===== src/rtl/red_pkg.sv =====
// Shared constants and elaboration-time helpers for the red_pipe lane-sum reduction pipeline.
package red_pkg;

  localparam logic RED_MODE_LEGACY = 1'b0;
  localparam logic RED_MODE_SIGNED = 1'b1;

  function automatic int unsigned lanes(input int unsigned data_w, input int unsigned lane_w);
    return (2 * data_w) / lane_w;
  endfunction

  function automatic int unsigned levels(input int unsigned n);
    return unsigned'($clog2(n));
  endfunction

  function automatic int unsigned sum_w(input int unsigned lane_w, input int unsigned lvls);
    return lane_w + lvls;
  endfunction

  // Bit offset of tree level k in the flattened level bus (level 0 holds the raw lanes).
  function automatic int unsigned lvl_off(input int unsigned n, input int unsigned lane_w,
                                          input int unsigned k);
    int unsigned off;
    off = 0;
    for (int unsigned j = 0; j < k; j++) begin
      off += (n >> j) * (lane_w + j);
    end
    return off;
  endfunction

endpackage


===== src/rtl/red_add_stage.sv =====
// One adder-tree level: pairwise mode-aware widening adds into a stallable register stage.
module red_add_stage
  import red_pkg::*;
#(
  parameter int unsigned IN_N = 8,
  parameter int unsigned IN_W = 4
) (
  input  logic                             clk,
  input  logic                             rst_n,
  input  logic                             in_valid,
  input  logic                             in_mode,
  input  logic [IN_N*IN_W-1:0]             in_data,
  output logic                             out_valid,
  output logic                             out_mode,
  input  logic                             out_ready,
  output logic [(IN_N/2)*(IN_W+1)-1:0]     out_data
);

  localparam int unsigned OUT_N = IN_N / 2;
  localparam int unsigned OUT_W = IN_W + 1;

  logic                   load_c;
  logic [OUT_N*OUT_W-1:0] sum_c;

  // Widening by one bit keeps every pairwise sum exact in either lane signedness.
  function automatic logic [OUT_W-1:0] ext(input logic [IN_W-1:0] v, input logic m);
    return (m == RED_MODE_SIGNED) ? {v[IN_W-1], v} : {1'b0, v};
  endfunction

  // Bubble-collapsing: load whenever empty or the held entry is leaving this cycle.
  assign load_c = !out_valid || out_ready;

  always_comb begin
    sum_c = '0;
    for (int unsigned i = 0; i < OUT_N; i++) begin
      sum_c[i*OUT_W +: OUT_W] = ext(in_data[(2*i)*IN_W +: IN_W], in_mode)
                              + ext(in_data[(2*i+1)*IN_W +: IN_W], in_mode);
    end
  end

  always_ff @(posedge clk or negedge rst_n) begin
    if (!rst_n) begin
      out_valid <= 1'b0;
      out_mode  <= RED_MODE_LEGACY;
      out_data  <= '0;
    end else if (load_c) begin
      out_valid <= in_valid;
      if (in_valid) begin
        out_mode <= in_mode;
        out_data <= sum_c;
      end
    end
  end

endmodule


===== src/rtl/red_pipe.sv =====
// Pipelined lane-sum reduction (RED) unit with valid/ready on both sides.
// Optional RED_STATS_EN adds the 16-bit wrapping red_count completed-result counter.
module red_pipe
  import red_pkg::*;
#(
  parameter int unsigned DATA_W = 16,
  parameter int unsigned LANE_W = 4
) (
  input  logic              clk,
  input  logic              rst_n,
  input  logic              in_valid,
  output logic              in_ready,
  input  logic [DATA_W-1:0] src1,
  input  logic [DATA_W-1:0] src2,
  input  logic              red_mode,
  output logic              out_valid,
  input  logic              out_ready,
  output logic [DATA_W-1:0] des_data
`ifdef RED_STATS_EN
  ,
  output logic [15:0]       red_count
`endif
);

  localparam int unsigned LANES     = lanes(DATA_W, LANE_W);
  localparam int unsigned SRC_LANES = DATA_W / LANE_W;
  localparam int unsigned LEVELS    = levels(LANES);
  localparam int unsigned SUM_W     = sum_w(LANE_W, LEVELS);
  localparam int unsigned BUS_W     = lvl_off(LANES, LANE_W, LEVELS + 1);
  localparam int unsigned RES_OFF   = lvl_off(LANES, LANE_W, LEVELS);

  logic [BUS_W-1:0] lvl_bus;
  logic [LEVELS:0]  valid_s;
  logic [LEVELS:0]  mode_s;
  logic [LEVELS:0]  ready_c;
  logic             mode_unused;
  logic [SUM_W-1:0] sum;

  // Interleave lanes so each level-1 adder pairs lane i of src1 with lane i of src2.
  for (genvar i = 0; i < SRC_LANES; i++) begin : g_lane
    assign lvl_bus[(2*i)*LANE_W +: LANE_W]   = src1[i*LANE_W +: LANE_W];
    assign lvl_bus[(2*i+1)*LANE_W +: LANE_W] = src2[i*LANE_W +: LANE_W];
  end

  assign valid_s[0]      = in_valid;
  assign mode_s[0]       = red_mode;
  assign ready_c[LEVELS] = out_ready;

  for (genvar k = 0; k < LEVELS; k++) begin : g_lvl
    localparam int unsigned IN_N  = LANES >> k;
    localparam int unsigned IN_W  = LANE_W + k;
    localparam int unsigned I_OFF = lvl_off(LANES, LANE_W, k);
    localparam int unsigned O_OFF = lvl_off(LANES, LANE_W, k + 1);

    // Stage k takes new data unless it and every stage after it are full and the output stalls.
    assign ready_c[k] = out_ready || !(&valid_s[LEVELS:k+1]);

    red_add_stage #(
      .IN_N (IN_N),
      .IN_W (IN_W)
    ) u_stage (
      .clk       (clk),
      .rst_n     (rst_n),
      .in_valid  (valid_s[k]),
      .in_mode   (mode_s[k]),
      .in_data   (lvl_bus[I_OFF +: IN_N*IN_W]),
      .out_valid (valid_s[k+1]),
      .out_mode  (mode_s[k+1]),
      .out_ready (ready_c[k+1]),
      .out_data  (lvl_bus[O_OFF +: (IN_N/2)*(IN_W+1)])
    );
  end

  assign in_ready    = ready_c[0];
  assign out_valid   = valid_s[LEVELS];
  assign mode_unused = mode_s[LEVELS];

  // Both modes read the final sum as two's complement, which reproduces legacy RED.
  assign sum      = lvl_bus[RES_OFF +: SUM_W];
  assign des_data = DATA_W'($signed(sum));

`ifdef RED_STATS_EN
  always_ff @(posedge clk or negedge rst_n) begin
    if (!rst_n) begin
      red_count <= 16'd0;
    end else if (out_valid && out_ready) begin
      red_count <= red_count + 16'd1;
    end
  end
`endif

endmodule


===== config.mk =====
export PLATFORM = sky130hd
export DESIGN_NAME = red_pipe
export DESIGN_NICKNAME = d
export VERILOG_FILES = /design/src/rtl/red_pkg.sv /design/src/rtl/red_add_stage.sv /design/src/rtl/red_pipe.sv
export SDC_FILE = /design/constraint.sdc
export NUM_CORES = 1
export LEC_CHECK = 0
export BUFFER_PORTS_ARGS = -buffer_cell sky130_fd_sc_hd__buf_2
export CORE_MARGIN = 2
export CORE_UTILIZATION = 56
export DETAILED_ROUTE_END_ITERATION = 7
export GPL_TIMING_DRIVEN = 0
export HOLD_SLACK_MARGIN = 0.12
export PLACE_DENSITY = 0.91
export SETUP_SLACK_MARGIN = 0.5
export SLEW_MARGIN = 40
export SYNTH_ARGS = -nofsm -noshare
export SYNTH_HDL_FRONTEND = slang
export SYNTH_HIERARCHICAL = 1
export SYNTH_SLANG_ARGS = --single-unit

===== constraint.sdc =====
create_clock -name clk -period 2.4 [get_ports clk]
set_clock_uncertainty 0.05 [all_clocks]
set_input_delay 0.36 -clock clk [delete_from_list [all_inputs] [get_ports clk]]
set_output_delay 0.36 -clock clk [all_outputs]
set_load 0.005 [all_outputs]

* Word-level counts from Yosys, hierarchy flattened
Cells that the tools add are included.
** Word-level totals
- Flip-flop bits (word level) :: 44
- Input port bits :: 37
- Word-level logic and storage cells :: 44
** Operators by class
- $add $sub $neg :: 7
- Muxes and demuxes :: 14
- Reduce and logical (&&, ||, !) cells :: 15
** Operators by type and width (count)
- $mux 5 :: 8
- $mux 6 :: 4
- $add 5x5->5 :: 4
- $mux 7 :: 2
- $add 6x6->6 :: 2
- $reduce_and 2->1 :: 4
- $add 7x7->7 :: 1
- $logic_not 1->1 :: 5
- $logic_or 1x1->1 :: 5
- $reduce_and 3->1 :: 1

* Depth between registers and ports, before layout
Gate-level depths: netlist (run 1).
- Word-level depth :: 5
- Depth in mapped cells :: 7
- Mapped depth without buffers :: 7

* Cells and area by module
The synthesis (run 1) kept the hierarchy.
** Modules (own cells, without submodules)
- red_add_stage (g_lvl[0].u_stage) :: instances 1, cells an instance 135, area an instance 1391.3 µm², sequential area each 550.5 µm²
- red_add_stage (g_lvl[1].u_stage) :: instances 1, cells an instance 80, area an instance 882.1 µm², sequential area each 350.3 µm²
- red_add_stage (g_lvl[2].u_stage) :: instances 1, cells an instance 62, area an instance 576.8 µm², sequential area each 225.2 µm²
- red_pipe :: instances 1, cells an instance 12, area an instance 90.1 µm², sequential area each 0.0 µm²

* Least setup slack after synthesis (run 1)
Ideal clock, no wire load.
- Kind :: reg2reg
- Start :: reg g_lvl[1].u_stage.out_data[0]
- End :: reg g_lvl[2].u_stage.out_data[6]
- Library setup time :: 0.069 ns
- Data arrival time :: 1.587 ns
- Required time :: 2.281 ns
- Path slack :: 0.694 ns
- Cell stages (with the launch flop) :: 8
- Buffers on the path :: 0
- Path through :: dfrtp_1 > ha_1 > inv_1 > fa_1 > and2b_1 > o2111ai_1 > a211o_1 > nand3_1
** Between the ends
- Word-level cells in the longest chain between the ends :: 2
** RTL lines
- start: declaration :: RTL line red_add_stage.sv:16 : output logic [(IN_N/2)*(IN_W+1)-1:0] out_data
- start signal: assignment :: RTL line red_add_stage.sv:50 : out_data <= sum_c;
- $mux 7 :: RTL line red_add_stage.sv:27 : return (m == RED_MODE_SIGNED) ? {v[IN_W-1], v} : {1'b0, v};
- $add 7x7->7 :: RTL line red_add_stage.sv:37 : + ext(in_data[(2*i+1)*IN_W +: IN_W], in_mode);
- end signal: assignment :: RTL line red_add_stage.sv:50
- end: declaration :: RTL line red_add_stage.sv:16
Every way passes these cells.
A chain may end at the register's enable or synchronous reset.

* Worst setup path after layout (run 1)
- Start :: reg g_lvl[1].u_stage.out_data[6]
- End :: reg g_lvl[2].u_stage.out_data[6]
The elaborated chain is that of the path after synthesis.

==> impl_results.md, run 1 <==
* Status: finished clean
* Syn nets at 361
* Worst Max-Slew Pin Slew at 0.539 ns
* Total negative setup slack at 0 ns
* GRT Residual Overflow at 0
* Worst path slowest cell: dfrtp_1
* Chip height at 76.0 microns
* Num ports at 55
* CP bufs+invs at 1
* Synthesized cell area at 2900 sq um
* Cell count after synthesis at 285
* Synthesis-to-layout area growth at 15.7%
* Worst-path cell chain: ha_2 -> inv_1 -> fa_2 -> and2b_1 -> o2111ai_1 -> a211o_1 -> nand3_1
* Die width at 76.0 microns
* Fin crit share at 0.762
* Mapped Avg Cell Area at 10.2 sq um
* CP delay by family, top: adder cells
* CP startpoint kind: flip-flop
* Fillers at 392
* Routability congestion estimate at 0.820
* CTS Sinks at 44
* Pin count of the biggest net entering global routing at 45
* Origin of the worst setup path: g_lvl[1].u_stage/out_data[6]
* H-Tree Depth at 2
* Worst-path clk slew at 0.08 ns
* Hold crit path type: in2reg
* Crit path capture: g_lvl[2].u_stage/out_data[6]
* R2R cell count at 7
* Initial Util at 0.576
* Row count at 26
* Max Fanout on Critical Path at 2
* Number of global-route vias before repair at 2181
* Worst EP required at 2.58 ns
* Crit-path max cell delay at 0.39 ns
* Clock Tree Root: clkbuf_8
* Reg2reg end: g_lvl[2].u_stage/out_data[6]
* Fin nets at 423
* CTS tree: done
* Critical Path AT at 2.01 ns
* First-pass GRT wire length at 9190 microns
* Pwr/cell area at 888 nW/um^2
* Final critical-path required period at 1.83 ns
* Post-route ant nets at 0
* Die ar. at 5780 sq um
* Latest clock arrival within the worst-skew pair at 0.29 ns
* CP Capture Type: flip-flop
* Warnings, synthesis at 6
* Hold_ws at 0.251 ns
* Kind of critical path: reg2reg
* Flop2flop setup slack at 0.57 ns
* 1st-iter DRT viols at 46
* GRT Total Usage at 0.196
* DR WL/cell at 12.4 microns
* R2R Path Start: g_lvl[1].u_stage/out_data[6]
* Inserted Clock Buffers at 5
* Final Hold Fails at 0
* Initial antenna violation count at 0
* Levels on crit path at 7
* Fmax at 547 MHz
* DR vias at 2222
* Drt via density at 5.33
* # setup viols final at 0
* RSZ-0062 raised after global routing: no
* PortBufs at 54
* Pins over their slew limit at 0
* DRC viols at 0
* Overall power at 2.98 mW
* Core area at 5040 sq um
* Clock buffer depth at 2
* Routed wire length at 5170 microns
* Layout cells sized above 1 at 0.268
* HPWL Detailed at 4110 microns
* Max-slew headroom at 0.640
* Max-cap viol count at 0
* Post-CTS Setup Inserts at 0
* Worst vdd ir at 415 uV
* LEAKAGE at 1.74 nW
* Drt pass-1 iters at 4
* ANT cells at 0
report_power, final:
part	switching [mW]	internal, mW
Clock	0.230	0.198
Sequential	0.183	0.984
Combinational	0.689	0.700
worst min path at each step:
stage,startpoint,endpoint,cells after the start
floorplan,rst_n,g_lvl[0].u_stage/out_data[0],0
global placement,g_lvl[2].u_stage/out_data[0],g_lvl[2].u_stage/out_data[0],2
detailed placement,rst_n,g_lvl[2].u_stage/out_data[0],1
CTS,in_valid,g_lvl[0].u_stage/out_valid,2
global route,in_valid,g_lvl[0].u_stage/out_valid,2
finish,in_valid,g_lvl[0].u_stage/out_valid,2
stage by stage:
step	cells	setup WS [ns]	cell area (sq um)	util
6_report	417	0.571	3360	0.667
2_1_floorplan	285	0.694	2900	-
3_3_place_gp	409	0.542	3260	0.647
5_1_grt	417	0.505	3360	0.667
4_1_cts	417	0.541	3360	0.666
3_5_place_dp	409	0.498	3260	0.647
repair_timing:
| action | in CTS | in global routing |
|---|---|---|
| hold endpoints to repair | 44 | 0 |
| hold buffers | 1 | 0 |
| pin swaps | 1 | 1 |
| endpoints found under the setup margin | 1 | 2 |
| gates resized for setup | 2 | 1 |
placed cells by master (no fill, tap or decap), types with 2 or more instances in the layout:
cell      count
nor2b_1       2
a211o_1       4
o21ai_0      22
mux2_1        3
dfrtp_1      44
nand4_1       6
nand3_1       4
fa_1          6
buf_2        57
a21oi_1      15
xor2_1       23
inv_1        14
and2_1        2
o21ai_1       2
nor2_1        6
a21o_1       13
ha_1         31
clkbuf_8      5
nand2_1      37
nand2b_1      6
buf_4        10
o21ai_2       2
a21oi_2       2
xnor2_1       4
nand4b_1      2
mux2_2        8
area by class of cell:
class / count / area (sq um) / area share
clock buffers: 6 / 72.6 / 0.0216
repair buffers: 55 / 283 / 0.0841
clock inverters: 1 / 5.00 / 0.00149
well taps: 70 / 87.6 / 0.0261
plain buffers: 15 / 104 / 0.0309
inverters: 14 / 52.6 / 0.0156
multi-input cells: 212 / 1660 / 0.493
flip-flops and latches: 44 / 1100 / 0.328
per-layer routing:
metal / share of wire / up-vias / track usage / wire length (microns)
met3: 0.047 / 9 / 0.0427 / 244
met4: 0.015 / 0 / 0.0655 / 77
met5: 0 / - / 0 / 0
met2: 0.53 / 67 / 0.363 / 2760
li1: - / 1097 / - / -
met1: 0.40 / 1049 / 0.223 / 2090
sequential cells by signal, indices dropped and copies added (netlist names):
register,cells
g_lvl.u_stage/out_data,39
g_lvl.u_stage/out_valid,3
g_lvl.u_stage/out_mode,2
worst register-to-register path, cell delays in order, from the launching register on:
cell,delay (ns)
dfrtp_1,0.39
ha_2,0.21
inv_1,0.06
fa_2,0.34
and2b_1,0.21
o2111ai_1,0.14
a211o_1,0.29
nand3_1,0.08
(Power assumes the default switching activity.)
==> inputs of run 2 (changes only) <==
Settings changed: CORE_UTILIZATION 56 to 51, PLACE_DENSITY 0.91 to 0.88.
Clock period 2.4 ns to 1.5 ns, I/O delays scaled along.
==> run 2 against run 1 <==
Effect of this change: the flow now finishes with violations (negative setup slack); register-to-register slack lost 0.87 ns; total power grew 110%; first-iteration DRC count grew 130%; setup slack worse by 0.87 ns; global-route usage up 1.1 points; die area is 9.3% higher; flip-flop and latch count did not move; core utilization rose by 12 points; non-clock buffer count increased by 33; combinational power is 140% higher; via count grew 12%; critical path depth unchanged; largest cell class unchanged; largest power group unchanged.
==> impl_results.md, run 2 (synthesis gave the netlist of run 1 again) <==
* Failing checks: negative setup slack
* DR vias at 2482
* LEAKAGE at 2.13 nW
* Layout cells sized above 1 at 0.547
* Fin nets at 457
* Fin crit share at 1.20
* Max reg flops at 39
* First-pass GRT wire length at 10100 microns
* Worst EP required at 1.69 ns
* Hold_ws at 0.199 ns
* Clock Tree Root: clkbuf_8
* Critical Path AT at 1.99 ns
* 1st-iter DRT viols at 105
* Commonest non-fill, non-tap cells in the layout: buf_2 (52), dfrtp_1 (39), buf_4 (30)
* Row count at 27
* Largest Register: g_lvl.u_stage/out_data
* Worst path slowest cell: dfrtp_1
* Inserted Clock Buffers at 5
* Worst setup margin at -0.299 ns
* Status: finished with violations
* Max-cap viol count at 0
* # setup viols final at 10
* Die width at 79.5 microns
* Final Core Density at 0.782
* CTS tree: done
* Drt pass-1 iters at 4
* Hold crit path type: in2reg
* DRC viols at 0
* Die ar. at 6310 sq um
* Synthesis-to-layout area growth at 48.3%
* Worst-path cell chain: ha_4 -> inv_2 -> fa_2 -> and2b_1 -> o2111ai_1 -> a211o_1 -> nand3_1
* Worst Max-Slew Pin Slew at 0.404 ns
* Crit-path max cell delay at 0.44 ns
* CP startpoint kind: flip-flop
* Initial antenna violation count at 0
* Final Hold Fails at 0
* GRT Total Usage at 0.207
* Num ports at 55
* Core area at 5510 sq um
* Initial Util at 0.527
* Kind of critical path: reg2reg
* Max Fanout on Critical Path at 2
* PortBufs at 54
* Total negative setup slack at -1.54 ns
* H-Tree Depth at 2
* GRT Residual Overflow at 0
* Clock buffer depth at 2
* Final critical-path required period at 1.80 ns
* Multi-input gate area at 2160 sq um
* RSZ-0062 raised after global routing: yes
* FF/Latch Area at 1110 sq um
* HPWL Detailed at 4480 microns
* CP Capture Type: flip-flop
* Pins over their slew limit at 0
* Most common cell after layout, fill and taps aside: buf_2
* Pwr/cell area at 1460 nW/um^2
* Worst-path clk slew at 0.09 ns
* ANT cells at 0
* DR WL/cell at 16.3 microns
* Pin count of the biggest net entering global routing at 45
* Post-place setup slack at -0.307 ns
* Drt via density at 5.47
* Top Registers: g_lvl.u_stage/out_data x39, g_lvl.u_stage/out_valid x3, g_lvl.u_stage/out_mode x2
* Latest clock arrival within the worst-skew pair at 0.31 ns
* Max-slew headroom at 0.731
* Number of global-route vias before repair at 2310
* Fillers at 332
* Post-route ant nets at 0
* Routed wire length at 7410 microns
* Routability congestion estimate at 0.824
* CTS Sinks at 44
* Worst vdd ir at 769 uV
* Fmax at 556 MHz
* Chip height at 79.5 microns
run 2: cell types whose count changed in the layout (fill, tap and decap cells not counted), moves of 7 or more:
cell     before  now
o21ai_0      22    0
buf_4        10   30
ha_1         31   15
nand2_1      37   21
buf_6         1   15
mux2_4        0   10
o21ai_1       2   17
nand2_2       0    8
a21oi_1      15    2
a21oi_2       2   15
ha_4          0   14
mux2_2        8    0
nand2_4       1    8
run 2: repair_timing:
action | CTS | global route
resized for setup | 32 | 43
gates cloned | 1 | 5
hold endpoints to repair | 44 | 0
endpoints found under the setup margin | 60 | 61
hold buffers | 1 | 0
pin swaps | 28 | 19
buffers inserted | 17 | 11
run 2: per-stage QoR:
stage          cell area, sq um  std cells  power [mW]
5_1_grt                    4310        454        6.74
2_1_floorplan              3200        285        3.73
4_1_cts                    3970        438        5.79
6_report                   4310        454        6.30
3_3_place_gp               3560        411        4.27
3_5_place_dp               3560        411        4.44
run 2: cell type report:
class,count,area share
flip-flops and latches,44,0.257
clock inverters,1,0.00697
multi-input cells,213,0.501
repair buffers,88,0.144
plain buffers,15,0.0360
clock buffers,7,0.0224
well taps,72,0.0209
inverters,14,0.0122
run 2: routing by layer:
layer  GRT usage  part of all wire  vias up
met2       0.368              0.54       95
met4      0.0931             0.028        0
met3      0.0317             0.044       18
li1            -                 -     1169
met1       0.244              0.39     1200
met5           0                 0        -
run 2: power by group:
part	internal (mW)	leakage, nW	switching, mW
clock	0.588	0.0645	0.428
combinational	1.84	1.54	1.45
sequential	1.58	0.526	0.411
run 2: worst max-delay path: cells and delay by family, from the launching register on:
kind / cells / cell delay, ns
flip-flops: 1 / 0.44
adder cells (fa/ha/maj): 2 / 0.49
AND/OR/NAND/NOR: 2 / 0.30
AO/OA/AOI/OAI: 2 / 0.41
buffers and inverters: 1 / 0.03
run 2: final timing paths:
| check | from | to | slack [ns] | cells after the start |
|---|---|---|---|---|
| setup / recovery | g_lvl[1].u_stage/out_data[0] | g_lvl[2].u_stage/out_data[6] | -0.30 | 7 |
| hold / removal | src2[8] | g_lvl[0].u_stage/out_data[10] | 0.20 | 3 |
| setup reg to reg | g_lvl[1].u_stage/out_data[0] | g_lvl[2].u_stage/out_data[6] | -0.30 | 7 |
| hold reg to reg | g_lvl[1].u_stage/out_data[8] | g_lvl[1].u_stage/out_data[8] | 0.45 | 2 |
| max in group asynchronous | rst_n | g_lvl[0].u_stage/out_data[11] | 0.73 | 2 |
| min in group asynchronous | rst_n | g_lvl[1].u_stage/out_data[11] | 0.35 | 2 |
==> inputs of run 3 (changes only) <==
Settings changed: ABC_AREA set to 1, CORE_UTILIZATION 51 to 52, CTS_CLUSTER_SIZE set to 40, RECOVER_POWER set to 25.
==> run 3 against run 2 <==
Effect of this change: the run still ends with negative setup slack left; flip-flop and latch count is the same; total power grew 20%; area after synthesis grew 14%; core utilization shrank 0.55 points; routed wire length grew 32%; global-route usage grew 4.1 points; sequential share of layout area shrank 2.9 points; die area grew 11%; critical path depth is the same.
==> impl_results.md, run 3 <==
* Largest Register: g_lvl.u_stage/out_data
* Fmax at 591 MHz
* Die ar. at 6990 sq um
* Clock Tree Root: clkbuf_8
* Overall power at 7.58 mW
* CTS Sinks at 44
* Clock buffer depth at 2
* Commonest non-fill, non-tap cells in the layout: nand2_1 (139), buf_2 (52), buf_4 (50)
* Status: finished with violations
* Pins over their slew limit at 0
* GRT Total Usage at 0.248
* CTS tree: done
* Design area at 4850 sq um
* Critical Path AT at 1.84 ns
* GRT Residual Overflow at 0
* Row count at 29
* Final Hold Fails at 0
* Pwr/cell area at 1560 nW/um^2
* Routability congestion estimate at 0.824
* Hold crit path type: in2reg
* DR vias at 3509
* Syn nets at 525
* Failing checks: negative setup slack
* Most common cell after layout, fill and taps aside: nand2_1
* Drt via density at 5.46
* LEAKAGE at 2.58 nW
* Worst EP required at 1.65 ns
* Pin count of the biggest net entering global routing at 45
* H-Tree Depth at 2
* Finished Layout Cells at 643
* FF/Latch Area at 1100 sq um
* First-pass GRT wire length at 14300 microns
* Total negative setup slack at -0.532 ns
* PortBufs at 53
* Number of global-route vias before repair at 3290
* Chip height at 83.6 microns
* Num ports at 55
* Layout cells sized above 1 at 0.463
* RSZ-0062 raised after global routing: yes
* Final Core Density at 0.777
* DRC viols at 0
* Drt pass-1 iters at 5
* Max Fanout on Critical Path at 2
* Die width at 83.6 microns
* Synthesis-to-layout area growth at 47.1%
* Worst-path clk slew at 0.08 ns
* HPWL Detailed at 5230 microns
* Initial Util at 0.528
* ANT cells at 0
* Mapped Avg Cell Area at 7.34 sq um
* Post-route ant nets at 0
* 1st-iter DRT viols at 223
* # setup viols final at 6
* CP Capture Type: flip-flop
* Max-slew headroom at 0.337
* DR WL/cell at 15.2 microns
* Hold_ws at 0.159 ns
* Placement-stage cell area at 3920 sq um
* Placed Cells at 579
* Initial antenna violation count at 0
* Warnings, synthesis at 6
* Fin nets at 641
* CP startpoint kind: flip-flop
* Synthesized cell area at 3300 sq um
* Max reg flops at 39
* Routed wire length at 9750 microns
* Core area at 6240 sq um
* Fin crit share at 1.13
* Worst Max-Slew Pin Slew at 0.995 ns
* Cell count after synthesis at 449
* Kind of critical path: reg2reg
* Top Registers: g_lvl.u_stage/out_data x39, g_lvl.u_stage/out_valid x3, g_lvl.u_stage/out_mode x2
* Post-place setup slack at -0.0854 ns
* Latest clock arrival within the worst-skew pair at 0.30 ns
* Inserted Clock Buffers at 5
* Max-cap viol count at 0
* Worst setup margin at -0.192 ns
* Worst vdd ir at 1180 uV
* Final critical-path required period at 1.69 ns
* Fillers at 392
* Multi-input gate area at 2420 sq um
==> run 3: cell types whose count changed in the layout (fill, tap and decap cells not counted), moves of 18 or more <==
| cell | change |
|---|---|
| buf_4 | +20 |
| nand3_1 | +20 |
| nand2_2 | +28 |
| inv_1 | +23 |
| xor2_1 | -21 |
| nand3_2 | +18 |
| nand2_1 | +118 |
==> run 3: cell type report <==
class	count	share of cell area
flip-flops and latches	44	0.228
plain buffers	17	0.0341
well taps	77	0.0199
inverters	50	0.0413
clock buffers	8	0.0186
repair buffers	109	0.159
multi-input cells	338	0.500
==> run 3: timing repair <==
item | CTS | global route
hold endpoints to repair | 44 | 0
resized for setup | 69 | 41
hold buffers | 1 | 0
endpoints found under the setup margin | 61 | 63
buffers inserted | 26 | 24
pin swaps | 48 | 43
cloned | 5 | 0
==> run 3: metal layers <==
| layer | wire, microns | GRT usage | up-vias |
|---|---|---|---|
| li1 | - | - | 1635 |
| met1 | 3550 | 0.275 | 1683 |
| met2 | 5450 | 0.476 | 155 |
| met3 | 462 | 0.0406 | 36 |
| met4 | 291 | 0.0777 | 0 |
| met5 | 0 | 0 | - |
==> run 3: critical path: stages (launching register included) <==
cell     delay [ns]
dfrtp_1        0.42
ha_4           0.19
fa_2           0.41
nand3_2        0.09
nand2_2        0.07
or2_0          0.23
nand3_1        0.09
nand2_1        0.05
==> run 3: path summary, 6_finish.rpt <==
path                       depth (start not counted)                             to                    startpoint  slack (ns)
max                                                7   g_lvl[1].u_stage/out_data[4]  g_lvl[0].u_stage/out_data[0]       -0.19
min                                                3      g_lvl[0].u_stage/out_mode                      red_mode        0.16
max reg2reg                                        7   g_lvl[1].u_stage/out_data[4]  g_lvl[0].u_stage/out_data[0]       -0.19
min reg2reg                                        2   g_lvl[2].u_stage/out_data[4]  g_lvl[2].u_stage/out_data[4]        0.44
max in group asynchronous                          2  g_lvl[0].u_stage/out_data[19]                         rst_n        0.12
min in group asynchronous                          2   g_lvl[2].u_stage/out_data[3]                         rst_n        0.59
==> run 3: power by group <==
group / leakage (nW) / internal (mW) / switching [mW] / total [mW]
logic: 2.00 / 2.36 / 2.44 / 4.81
registers: 0.534 / 1.59 / 0.406 / 1.99
clock network: 0.0455 / 0.376 / 0.406 / 0.782
total: 2.58 / 4.33 / 3.26 / 7.58
